**src/rtl/axi_rd_arbiter_pkg.sv**
```systemverilog
// Shared types and constants for the AXI read arbiter that connects the
// icache and dcache read-miss ports to one AXI read address/data channel.
package axi_rd_arbiter_pkg;

    localparam logic [2:0] RD_BYTE = 3'b000;
    localparam logic [2:0] RD_HALF = 3'b001;
    localparam logic [2:0] RD_WORD = 3'b010;
    localparam logic [2:0] RD_LINE = 3'b100;

    localparam logic [1:0] AXI_BURST_INCR = 2'b01;

    typedef enum logic {
        AR_IDLE,
        AR_SEND
    } arState_e;

    typedef struct packed {
        logic [31:0] addr;
        logic [7:0]  len;
        logic [2:0]  size;
        logic [3:0]  id;
    } arReq_t;

    // A line read is aligned down to the line and fetched as a full word
    // burst. Any other read is a single beat whose size follows the
    // access width.
    function automatic arReq_t buildArReq(
        input logic [2:0]  rdType,
        input logic [31:0] addr,
        input logic [3:0]  id,
        input logic [31:0] lineMask,
        input logic [7:0]  lineLen
    );
        arReq_t req;
        req.id = id;
        if (rdType == RD_LINE) begin
            req.addr = addr & lineMask;
            req.len  = lineLen;
            req.size = RD_WORD;
        end else begin
            req.addr = addr;
            req.len  = 8'd0;
            req.size = {1'b0, rdType[1:0]};
        end
        return req;
    endfunction

endpackage

```
**src/rtl/axi_rd_arbiter_if.sv**
```systemverilog
// Bundles the two cache read-miss ports and the AXI read channel.
// The "master" modport is the arbiter's view: it is the AXI master and it
// serves the caches. The "slave" modport is the view of the environment,
// meaning the caches and the AXI slave together.
interface axi_rd_arbiter_if;
    import axi_rd_arbiter_pkg::*;

    logic        inst_rd_req;
    logic [2:0]  inst_rd_type;
    logic [31:0] inst_rd_addr;
    logic        inst_rd_rdy;
    logic        inst_ret_valid;
    logic        inst_ret_last;
    logic [31:0] inst_ret_data;

    logic        data_rd_req;
    logic [2:0]  data_rd_type;
    logic [31:0] data_rd_addr;
    logic        data_rd_rdy;
    logic        data_ret_valid;
    logic        data_ret_last;
    logic [31:0] data_ret_data;

    logic [3:0]  arid;
    logic [31:0] araddr;
    logic [7:0]  arlen;
    logic [2:0]  arsize;
    logic [1:0]  arburst;
    logic [1:0]  arlock;
    logic [3:0]  arcache;
    logic [2:0]  arprot;
    logic        arvalid;
    logic        arready;

    logic [3:0]  rid;
    logic [31:0] rdata;
    logic [1:0]  rresp;
    logic        rlast;
    logic        rvalid;
    logic        rready;

    modport master (
        input  inst_rd_req, inst_rd_type, inst_rd_addr,
        output inst_rd_rdy, inst_ret_valid, inst_ret_last, inst_ret_data,
        input  data_rd_req, data_rd_type, data_rd_addr,
        output data_rd_rdy, data_ret_valid, data_ret_last, data_ret_data,
        output arid, araddr, arlen, arsize, arburst, arlock, arcache, arprot, arvalid,
        input  arready,
        input  rid, rdata, rresp, rlast, rvalid,
        output rready
    );

    modport slave (
        output inst_rd_req, inst_rd_type, inst_rd_addr,
        input  inst_rd_rdy, inst_ret_valid, inst_ret_last, inst_ret_data,
        output data_rd_req, data_rd_type, data_rd_addr,
        input  data_rd_rdy, data_ret_valid, data_ret_last, data_ret_data,
        input  arid, araddr, arlen, arsize, arburst, arlock, arcache, arprot, arvalid,
        output arready,
        output rid, rdata, rresp, rlast, rvalid,
        input  rready
    );

endinterface

```
**src/rtl/axi_rd_rr_grant.sv**
```systemverilog
// Chooses which cache wins the AR channel. Data wins by default, but inst is
// forced through once data has been granted STARVE_LIMIT times in a row while
// inst sat waiting.
module axi_rd_rr_grant
    import axi_rd_arbiter_pkg::*;
#(
    parameter int STARVE_LIMIT = 4
) (
    input  logic clk,
    input  logic reset,
    input  logic inst_req_i,
    input  logic data_req_i,
    input  logic inst_out_i,
    input  logic data_out_i,
    input  logic idle_i,
    output logic inst_grant_o,
    output logic data_grant_o
);

    localparam int CW = $clog2(STARVE_LIMIT + 1);

    logic [CW-1:0] starveCnt_q;
    logic [CW-1:0] starveCnt_d;
    logic          instElig;
    logic          dataElig;
    logic          starved;

    // Eligibility and the priority decision, all in the same cycle as the request.
    always_comb begin
        instElig     = inst_req_i & ~inst_out_i & idle_i;
        dataElig     = data_req_i & ~data_out_i & idle_i;
        starved      = (starveCnt_q == CW'(STARVE_LIMIT));
        inst_grant_o = instElig & (~dataElig | starved);
        data_grant_o = dataElig & ~inst_grant_o;
    end

    // Count data wins that pushed a waiting inst aside. Reset the count once inst is served or stops asking.
    always_comb begin
        starveCnt_d = starveCnt_q;
        if (inst_grant_o || !inst_req_i) begin
            starveCnt_d = '0;
        end else if (data_grant_o && instElig && !starved) begin
            starveCnt_d = starveCnt_q + CW'(1);
        end
    end

    // Starvation counter register.
    always_ff @(posedge clk) begin
        if (reset) begin
            starveCnt_q <= '0;
        end else begin
            starveCnt_q <= starveCnt_d;
        end
    end

endmodule

```
**src/rtl/axi_rd_arbiter.sv**
```systemverilog
// Shares one AXI read channel between the icache and dcache. Each cache may
// have one read outstanding, tagged by its own ARID. R beats go back to the
// owning cache according to RID.
module axi_rd_arbiter
    import axi_rd_arbiter_pkg::*;
#(
    parameter int         LINE_WORDS   = 4,
    parameter logic [3:0] INST_ID      = 4'd0,
    parameter logic [3:0] DATA_ID      = 4'd1,
    parameter int         STARVE_LIMIT = 4
) (
    input  logic               clk,
    input  logic               reset,
    axi_rd_arbiter_if.master   bus,
    output logic               rid_err_o
);

    localparam logic [31:0] LINE_MASK = ~(32'(LINE_WORDS * 4) - 32'd1);
    localparam logic [7:0]  LINE_LEN  = 8'(LINE_WORDS - 1);

    arState_e arState_q, arState_d;
    arReq_t   arReq_q, arReq_d;
    logic     instOut_q, instOut_d;
    logic     dataOut_q, dataOut_d;
    logic     ridErr_q, ridErr_d;
    logic     instRdy, dataRdy;
    logic     instHit, dataHit;
    logic     instDone, dataDone;
    logic     unusedRresp;

    axi_rd_rr_grant #(
        .STARVE_LIMIT(STARVE_LIMIT)
    ) u_grant (
        .clk          (clk),
        .reset        (reset),
        .inst_req_i   (bus.inst_rd_req),
        .data_req_i   (bus.data_rd_req),
        .inst_out_i   (instOut_q),
        .data_out_i   (dataOut_q),
        .idle_i       (arState_q == AR_IDLE),
        .inst_grant_o (instRdy),
        .data_grant_o (dataRdy)
    );

    // The AR stage latches the winner's request when a grant occurs and holds it until the slave accepts it.
    always_comb begin
        arState_d = arState_q;
        arReq_d   = arReq_q;
        unique case (arState_q)
            AR_IDLE: begin
                if (dataRdy) begin
                    arState_d = AR_SEND;
                    arReq_d   = buildArReq(bus.data_rd_type, bus.data_rd_addr, DATA_ID, LINE_MASK, LINE_LEN);
                end else if (instRdy) begin
                    arState_d = AR_SEND;
                    arReq_d   = buildArReq(bus.inst_rd_type, bus.inst_rd_addr, INST_ID, LINE_MASK, LINE_LEN);
                end
            end
            AR_SEND: begin
                if (bus.arready) begin
                    arState_d = AR_IDLE;
                end
            end
            default: arState_d = AR_IDLE;
        endcase
    end

    // Route each R beat by its ID. Track outstanding reads, and flag beats that no read owns.
    always_comb begin
        instHit   = bus.rvalid & (bus.rid == INST_ID) & instOut_q;
        dataHit   = bus.rvalid & (bus.rid == DATA_ID) & dataOut_q;
        instDone  = bus.rvalid & bus.rlast & (bus.rid == INST_ID);
        dataDone  = bus.rvalid & bus.rlast & (bus.rid == DATA_ID);
        instOut_d = (instOut_q & ~instDone) | instRdy;
        dataOut_d = (dataOut_q & ~dataDone) | dataRdy;
        ridErr_d  = ridErr_q | (bus.rvalid & ~instHit & ~dataHit);
    end

    // AR stage, outstanding flags and the sticky ID error register.
    always_ff @(posedge clk) begin
        if (reset) begin
            arState_q <= AR_IDLE;
            arReq_q   <= '0;
            instOut_q <= 1'b0;
            dataOut_q <= 1'b0;
            ridErr_q  <= 1'b0;
        end else begin
            arState_q <= arState_d;
            arReq_q   <= arReq_d;
            instOut_q <= instOut_d;
            dataOut_q <= dataOut_d;
            ridErr_q  <= ridErr_d;
        end
    end

    assign bus.inst_rd_rdy    = instRdy;
    assign bus.data_rd_rdy    = dataRdy;
    assign bus.inst_ret_valid = instHit;
    assign bus.data_ret_valid = dataHit;
    assign bus.inst_ret_last  = bus.rlast;
    assign bus.data_ret_last  = bus.rlast;
    assign bus.inst_ret_data  = bus.rdata;
    assign bus.data_ret_data  = bus.rdata;

    assign bus.arvalid = (arState_q == AR_SEND);
    assign bus.araddr  = arReq_q.addr;
    assign bus.arlen   = arReq_q.len;
    assign bus.arsize  = arReq_q.size;
    assign bus.arid    = arReq_q.id;
    assign bus.arburst = AXI_BURST_INCR;
    assign bus.arlock  = 2'b00;
    assign bus.arcache = 4'b0000;
    assign bus.arprot  = 3'b000;
    assign bus.rready  = 1'b1;

    assign rid_err_o   = ridErr_q;
    assign unusedRresp = ^bus.rresp;

endmodule

```
**src/flat_wrapper.sv**
```systemverilog
// flat-port wrapper written by rule: the top's interface ports become plain ports
module axi_rd_arbiter_flat import axi_rd_arbiter_pkg::*;
#(
    parameter int         LINE_WORDS   = 4,
    parameter logic [3:0] INST_ID      = 4'd0,
    parameter logic [3:0] DATA_ID      = 4'd1,
    parameter int         STARVE_LIMIT = 4
)
  (clk, reset, rid_err_o, bus_inst_rd_req, bus_inst_rd_type, bus_inst_rd_addr, bus_inst_rd_rdy, bus_inst_ret_valid, bus_inst_ret_last, bus_inst_ret_data, bus_data_rd_req, bus_data_rd_type, bus_data_rd_addr, bus_data_rd_rdy, bus_data_ret_valid, bus_data_ret_last, bus_data_ret_data, bus_arid, bus_araddr, bus_arlen, bus_arsize, bus_arburst, bus_arlock, bus_arcache, bus_arprot, bus_arvalid, bus_arready, bus_rid, bus_rdata, bus_rresp, bus_rlast, bus_rvalid, bus_rready);
  axi_rd_arbiter_if bus_i ();
  input  logic clk;
  input  logic reset;
  output logic rid_err_o;
  input wire logic [$bits(bus_i.inst_rd_req)-1:0] bus_inst_rd_req;
  input wire logic [$bits(bus_i.inst_rd_type)-1:0] bus_inst_rd_type;
  input wire logic [$bits(bus_i.inst_rd_addr)-1:0] bus_inst_rd_addr;
  output wire logic [$bits(bus_i.inst_rd_rdy)-1:0] bus_inst_rd_rdy;
  output wire logic [$bits(bus_i.inst_ret_valid)-1:0] bus_inst_ret_valid;
  output wire logic [$bits(bus_i.inst_ret_last)-1:0] bus_inst_ret_last;
  output wire logic [$bits(bus_i.inst_ret_data)-1:0] bus_inst_ret_data;
  input wire logic [$bits(bus_i.data_rd_req)-1:0] bus_data_rd_req;
  input wire logic [$bits(bus_i.data_rd_type)-1:0] bus_data_rd_type;
  input wire logic [$bits(bus_i.data_rd_addr)-1:0] bus_data_rd_addr;
  output wire logic [$bits(bus_i.data_rd_rdy)-1:0] bus_data_rd_rdy;
  output wire logic [$bits(bus_i.data_ret_valid)-1:0] bus_data_ret_valid;
  output wire logic [$bits(bus_i.data_ret_last)-1:0] bus_data_ret_last;
  output wire logic [$bits(bus_i.data_ret_data)-1:0] bus_data_ret_data;
  output wire logic [$bits(bus_i.arid)-1:0] bus_arid;
  output wire logic [$bits(bus_i.araddr)-1:0] bus_araddr;
  output wire logic [$bits(bus_i.arlen)-1:0] bus_arlen;
  output wire logic [$bits(bus_i.arsize)-1:0] bus_arsize;
  output wire logic [$bits(bus_i.arburst)-1:0] bus_arburst;
  output wire logic [$bits(bus_i.arlock)-1:0] bus_arlock;
  output wire logic [$bits(bus_i.arcache)-1:0] bus_arcache;
  output wire logic [$bits(bus_i.arprot)-1:0] bus_arprot;
  output wire logic [$bits(bus_i.arvalid)-1:0] bus_arvalid;
  input wire logic [$bits(bus_i.arready)-1:0] bus_arready;
  input wire logic [$bits(bus_i.rid)-1:0] bus_rid;
  input wire logic [$bits(bus_i.rdata)-1:0] bus_rdata;
  input wire logic [$bits(bus_i.rresp)-1:0] bus_rresp;
  input wire logic [$bits(bus_i.rlast)-1:0] bus_rlast;
  input wire logic [$bits(bus_i.rvalid)-1:0] bus_rvalid;
  output wire logic [$bits(bus_i.rready)-1:0] bus_rready;
  assign bus_i.inst_rd_req = bus_inst_rd_req;
  assign bus_i.inst_rd_type = bus_inst_rd_type;
  assign bus_i.inst_rd_addr = bus_inst_rd_addr;
  assign bus_inst_rd_rdy = bus_i.inst_rd_rdy;
  assign bus_inst_ret_valid = bus_i.inst_ret_valid;
  assign bus_inst_ret_last = bus_i.inst_ret_last;
  assign bus_inst_ret_data = bus_i.inst_ret_data;
  assign bus_i.data_rd_req = bus_data_rd_req;
  assign bus_i.data_rd_type = bus_data_rd_type;
  assign bus_i.data_rd_addr = bus_data_rd_addr;
  assign bus_data_rd_rdy = bus_i.data_rd_rdy;
  assign bus_data_ret_valid = bus_i.data_ret_valid;
  assign bus_data_ret_last = bus_i.data_ret_last;
  assign bus_data_ret_data = bus_i.data_ret_data;
  assign bus_arid = bus_i.arid;
  assign bus_araddr = bus_i.araddr;
  assign bus_arlen = bus_i.arlen;
  assign bus_arsize = bus_i.arsize;
  assign bus_arburst = bus_i.arburst;
  assign bus_arlock = bus_i.arlock;
  assign bus_arcache = bus_i.arcache;
  assign bus_arprot = bus_i.arprot;
  assign bus_arvalid = bus_i.arvalid;
  assign bus_i.arready = bus_arready;
  assign bus_i.rid = bus_rid;
  assign bus_i.rdata = bus_rdata;
  assign bus_i.rresp = bus_rresp;
  assign bus_i.rlast = bus_rlast;
  assign bus_i.rvalid = bus_rvalid;
  assign bus_rready = bus_i.rready;
  axi_rd_arbiter #(.LINE_WORDS(LINE_WORDS), .INST_ID(INST_ID), .DATA_ID(DATA_ID), .STARVE_LIMIT(STARVE_LIMIT)) u_core (.clk(clk), .reset(reset), .bus(bus_i), .rid_err_o(rid_err_o));
endmodule
```
**config.mk**
```make
export PLATFORM = sky130hd
export DESIGN_NAME = axi_rd_arbiter_flat
export DESIGN_NICKNAME = d
export VERILOG_FILES = /design/src/rtl/axi_rd_arbiter_pkg.sv /design/src/rtl/axi_rd_arbiter_if.sv /design/src/rtl/axi_rd_rr_grant.sv /design/src/rtl/axi_rd_arbiter.sv /design/src/flat_wrapper.sv
export SDC_FILE = /design/constraint.sdc
export NUM_CORES = 1
export LEC_CHECK = 0
export CAP_MARGIN = 20
export CORE_AREA = 2 2 95 97
export CTS_CLUSTER_DIAMETER = 150
export DETAILED_ROUTE_END_ITERATION = 6
export DIE_AREA = 0 0 97 99
export DONT_BUFFER_PORTS = 1
export PLACE_DENSITY = 0.42
export SLEW_MARGIN = 20
export SYNTH_ARGS = -nofsm -noshare
export SYNTH_HDL_FRONTEND = slang
export SYNTH_SLANG_ARGS = --single-unit
```
**constraint.sdc**
```tcl
create_clock -name clk -period 1.4 [get_ports clk]
set_input_delay 0.07 -clock clk [delete_from_list [all_inputs] [get_ports clk]]
set_output_delay 0.07 -clock clk [all_outputs]
set_load 0.02 [all_outputs]
```
---- Yosys cells after proc, flatten, opt, wreduce, memory -nomap -nowiden ----
Cells that the tools add are included.
storage, ports and cells
  register bits after elaboration ......... 54
  bits in latches ......................... 0
  RAM bits ................................ 0
  ROM bits ................................ 0
  bits of input ports ..................... 115
  output and inout port bits .............. 131
  word-level logic and storage cells ...... 61
  memories kept ........................... 0
operators by class
  add/sub/neg operators ................... 1
  multiply operators ...................... 0
  div/mod/pow operators ................... 0
  magnitude comparators ................... 0
  eq/ne operators ......................... 4
  shifts and indexed selects .............. 0
  mux-type cells .......................... 8
  bitwise operators ....................... 30
  reduce and logical (&&, ||, !) cells .... 9
operator list
  kind                                           number
  two-way mux 47 bit                             2
  two-way mux 15 bit                             2
  bitwise AND 1 bit                              17
  == test 3 bit, second input constant           3
  inverter 1 bit                                 9
  == test 4 x 1 -> 1 bit, second input constant  1
  logical NOT 4 bit                              1
  bitwise OR 1 bit                               4
  adder 3 x 1 -> 3 bit, second input constant    1
  two-way mux 1 bit                              3
  logical AND 1 bit                              2
  logical NOT 1 bit                              2
  one-hot mux 1 bit (2 select lines)             1
  AND reduction 2 bit                            1
  nonzero test 2 bit                             1
  OR reduction 2 bit                             1
  logical OR 1 bit                               1

---- Logic depth before layout (Yosys ltp) ----
  depth in word-level cells ............... 10
  depth in mapped cells ................... 7

---- Cells and area by module ----
Synthesis repeated with hierarchy kept, for this count alone.
unflattened totals
  cells, all modules ...................... 308
  area total of the unflattened synthesis .. 2682.6 um^2
modules (own cells, without submodules)
  module           times used  cells an instance  area an instance (um^2)  sequential area each (um^2)
  axi_rd_arbiter   1           283                2469.9                   800.8
  axi_rd_rr_grant  1           25                 212.7                    60.1

---- Worst setup path after synthesis ----
No wires, ideal clock.
  kind .................................... reg-to-reg
  start ................................... reg u_core.arState_q, in the netlist u_core.bus.arvalid
  end ..................................... reg u_core.arReq_q, in the netlist u_core.bus.arsize[1]
  arrival ................................. 1444 ps
  data required time ...................... 1286 ps
  setup slack ............................. -158 ps
  stages on the path, launching flop included .. 5
  buffers on the path ..................... 0
  clock period less this slack ............ 1558 ps
  cell sequence ........................... dfxtp_1 -> or3b_4 -> a2111oi_2 -> a211oi_1 -> a21o_1
on the way
  longest elaborated chain between the ends .. 9
  elaborated cells on any way between the ends .. 11
  those cells by class .................... mux: 1; bitwise: 8; reduce/logical: 2
ends and longest elaborated chain
  what                                  line                   RTL
  from (decl)                           axi_rd_arbiter.sv:21   arState_e arState_q, arState_d;
  from (signal assigned)                axi_rd_arbiter.sv:88   arState_q <= arState_d;
  inverter 1 bit (no source line) *     -
  bitwise AND 1 bit                     axi_rd_rr_grant.sv:31  dataElig = data_req_i & ~data_out_i & idle_i;
  inverter 1 bit                        axi_rd_rr_grant.sv:33  inst_grant_o = instElig & (~dataElig | starved);
  bitwise OR 1 bit                      axi_rd_rr_grant.sv:33
  bitwise AND 1 bit                     axi_rd_rr_grant.sv:33
  inverter 1 bit                        axi_rd_rr_grant.sv:34  data_grant_o = dataElig & ~inst_grant_o;
  bitwise AND 1 bit                     axi_rd_rr_grant.sv:34
  nonzero test 2 bit (no source line)   -
  AND reduction 2 bit (no source line)  -
  to (signal assigned)                  axi_rd_arbiter.sv:89   arReq_q <= arReq_d;
  to (decl)                             axi_rd_arbiter.sv:22   arReq_t arReq_q, arReq_d;
Mark *: on every way between the ends. The rest lies on a longest branch, timed or not.
A chain may end at the register's enable or synchronous reset.

---- Worst setup path in the final report ----
  start ................................... reg u_core.u_grant.starveCnt_q[0]
  end ..................................... reg u_core.arReq_q, in the netlist u_core.bus.araddr[25]
on the way
  longest elaborated chain between the ends .. 7
  elaborated cells on any way between the ends .. 8
  those cells by class .................... eq/ne: 1; mux: 1; bitwise: 4; reduce/logical: 2
ends and longest elaborated chain
  what                                  line                   RTL
  from (decl)                           axi_rd_rr_grant.sv:22  logic [CW-1:0] starveCnt_q;
  from (signal assigned)                axi_rd_rr_grant.sv:52  starveCnt_q <= starveCnt_d;
  == test 3 bit *                       axi_rd_rr_grant.sv:32  starved = (starveCnt_q == CW'(STARVE_LIMIT));
  bitwise OR 1 bit *                    axi_rd_rr_grant.sv:33
  bitwise AND 1 bit *                   axi_rd_rr_grant.sv:33
  inverter 1 bit                        axi_rd_rr_grant.sv:34
  bitwise AND 1 bit                     axi_rd_rr_grant.sv:34
  nonzero test 2 bit (no source line)   -
  AND reduction 2 bit (no source line)  -
Marked as above.

==> impl_metrics.tcl <==
set metrics [dict create \
    synth_area_leader_cell "dfxtp_1" \
    final_util_pct 39.8 \
    fin_nets 424 \
    drive_above_1_share_pct 24.7 \
    ys_warn_count 0 \
    hold_violations 1 \
    area_growth_pct 31.3 \
    grt_max_degree 28 \
    htree_levels 2 \
    dp.cells 329 \
    dp_hpwl_um 4490 \
    drtAntennaViolNets 0 \
    cts_root_buffer "clkbuf_8" \
    cts_tree "done" \
    place_ws_ns -0.106 \
    status "finished, violations left" \
    path_class "register to register" \
    finalCritPeriodShare_pct 111 \
    grt.overflow.total 0 \
    io_pins 246 \
    clkTransAtPathRegs_ns 0.09 \
    syn-cell-area_mm2 0.00259 \
    initial_core_util_pct 30.3 \
    vias 1989 \
    worstSkewPairLatency_ns 0.30 \
    relSlewSlack_pct 62.0 \
    path_cells "inv_2 > ha_4 > nand2_4 > o21ai_4 > buf_4 > clkbuf_16 > mux2i_1 > o2bb2ai_1" \
    seq_area_frac_synth_pct 33.2 \
    slowest_delay_ns 0.33 \
    skew_ns 0.00866 \
    final_cells 416 \
    worst_slack_ns -0.154 \
    tightest_slew_ns 0.568 \
    whs_ns -0.00389 \
    netlist_instances 276 \
    first_iter_violations 37 \
    num_rows 34 \
    design_area_mm2 0.00340 \
    fp.dieW_um 97 \
    antenna_found_initial 0 \
    peakVddDrop_mv 0.465 \
    synth_common_cells "buf_4, dfxtp_1, o2bb2ai_1" \
    cts_buffers 5 \
    crit_required_ns 1.60 \
    maxSlewViolCount 0 \
    dr.pass1.iters 4 \
    diodes 0 \
    io_buffers 0 \
    clock_sinks 43 \
    die_area_mm2 0.00960 \
    coreArea_mm2 0.00855 \
    post_drt_wl_per_cell_um 17.1 \
    synthTopCellsByArea "dfxtp_1, buf_4, mux2i_1" \
    ctsLongestPathBuffers 2 \
    grt_pass1_vias 2046 \
    async_reset_ff_share_pct 0 \
    min_period_ns 1.55 \
    syn_avg_cell_area_um2 9.40 \
    yosysTopAreaCellShare_pct 33.2 \
    crit_path_max_fanout 5 \
    synth-edff-count 0 \
    place_area_mm2 0.00236 \
    start_kind "register" \
    finalSetupViolCount 38 \
    hold_path_class "input pin to register" \
    wl_um 7100 \
    grt_pass1_wl_um 10900 \
    die_height_um 99 \
    end_kind "register" \
    grtUsageTotal_pct 14.2 \
    cap_violations 0 \
    synth_seq_cells 43 \
    synth_ff_type "dfxtp_1" \
    p_per_area_mw_per_mm2 1040 \
    setup_tns_ns -3.09 \
    gp_congestion 0.727 \
    crit_arrival_ns 1.75 \
    violations "negative hold slack, negative setup slack" \
    drc 0 \
    via_per_inst 4.78 \
    p_leak_nw 1.43 \
    p_total_mw 3.53 \
    yosysMostFrequentCell "buf_4" \
    synth_cell_type_count 35 \
    critPathSlowestCell "dfxtp_2" \
    fmax_mhz 643 \
    rsz0062_at_grt "yes" \
]
## power by group
group	leakage (nW)	switching, mW	internal [mW]
combinational	1.01	0.440	0.503
clock	0.0600	0.470	0.516
sequential	0.357	0.247	1.36
total	1.43	1.16	2.38
## logic make-up (layout without fill, tap and decap cells)
logic type	Yosys count	in the layout	share of synthesized area (%)
AO/OA/AOI/OAI	53	53	16.4
other	2	22	0.290
AND/OR/NAND/NOR	43	43	9.79
multiplexers	28	28	10.8
flip-flops	43	43	33.2
buffers and inverters	105	117	28.5
adder cells (fa/ha/maj)	2	2	0.965
## registers in the layout, indices dropped and copies added, names as in the netlist
| signal | count |
|---|---|
| u_core.rid_err_o | 1 |
| u_core.u_grant.starveCnt_q | 3 |
| u_core.dataOut_q | 1 |
| u_core.bus.arlen | 1 |
| u_core.bus.arid | 1 |
| u_core.bus.araddr | 32 |
| u_core.bus.arvalid | 1 |
| u_core.instOut_q | 1 |
| u_core.bus.arsize | 2 |
## worst paths after layout
check	from	endpoint	slack [ns]	depth (start not counted)
max	u_core.u_grant.starveCnt_q[0]$_SDFFE_PP0P_	u_core.bus.araddr[25]$_SDFFE_PP0P_	-0.15	8
min	bus_rvalid	u_core.instOut_q$_SDFF_PP0_	-0.004	3
max reg2reg	u_core.u_grant.starveCnt_q[0]$_SDFFE_PP0P_	u_core.bus.araddr[25]$_SDFFE_PP0P_	-0.15	8
min reg2reg	u_core.bus.arlen[0]$_SDFFE_PP0P_	u_core.bus.arlen[0]$_SDFFE_PP0P_	0.50	1
## worst max-delay path: cells and delay by family, from the launching register on
family	cells	cell delay, ns
multiplexers	1	0.18
adder cells (fa/ha/maj)	1	0.16
buffers and inverters	3	0.39
flip-flops	1	0.33
AND/OR/NAND/NOR	1	0.06
AO/OA/AOI/OAI	2	0.33
## metal layers
layer  GRT usage, %  share of wire, %
met3           4.61               8.0
met1           14.9                37
met4           5.31               2.7
met5              0                 0
met2           26.2                52
## cells in the final DEF (no fill, tap or decap), drive strengths merged
cell type and instances:
o2bb2ai 30, nand2b 5, or2 2, dlygate4sd3 67
nor3 8, and3 1, nand3 1, nor4 1
a221oi 4, clkbuf 8, nand4 4, inv 7
dfxtp 43, a2111oi 1, and4b 1, buf 35
nor2 8, nand4b 1, conb 22, nor2b 1
o21ai 3, a2bb2oi 2, nand2 6, mux2i 28
nor3b 3, or3b 1, a211oi 1, a21o 2
ha 2, a31oi 1, a21oi 9
## layout make-up
type                       instances  area [um2]
tap                              108         135
timing repair buffer             103        1030
fill                             826        5150
clock inverter                     1        8.76
inverter                           6        22.5
multi-input combinational        148        1230
sequential                        43         870
clock buffer                       7         108
## timing repair
item / in CTS / in global routing
hold endpoints to repair: 42 / 1
endpoints found under the setup margin: 36 / 40
resized for setup: 23 / 9
gates cloned: 1 / 1
pin swaps: 8 / 7
buffers inserted: 5 / 7
hold buffers: 65 / 2
Note: power is estimated with default switching activity, not from simulation.
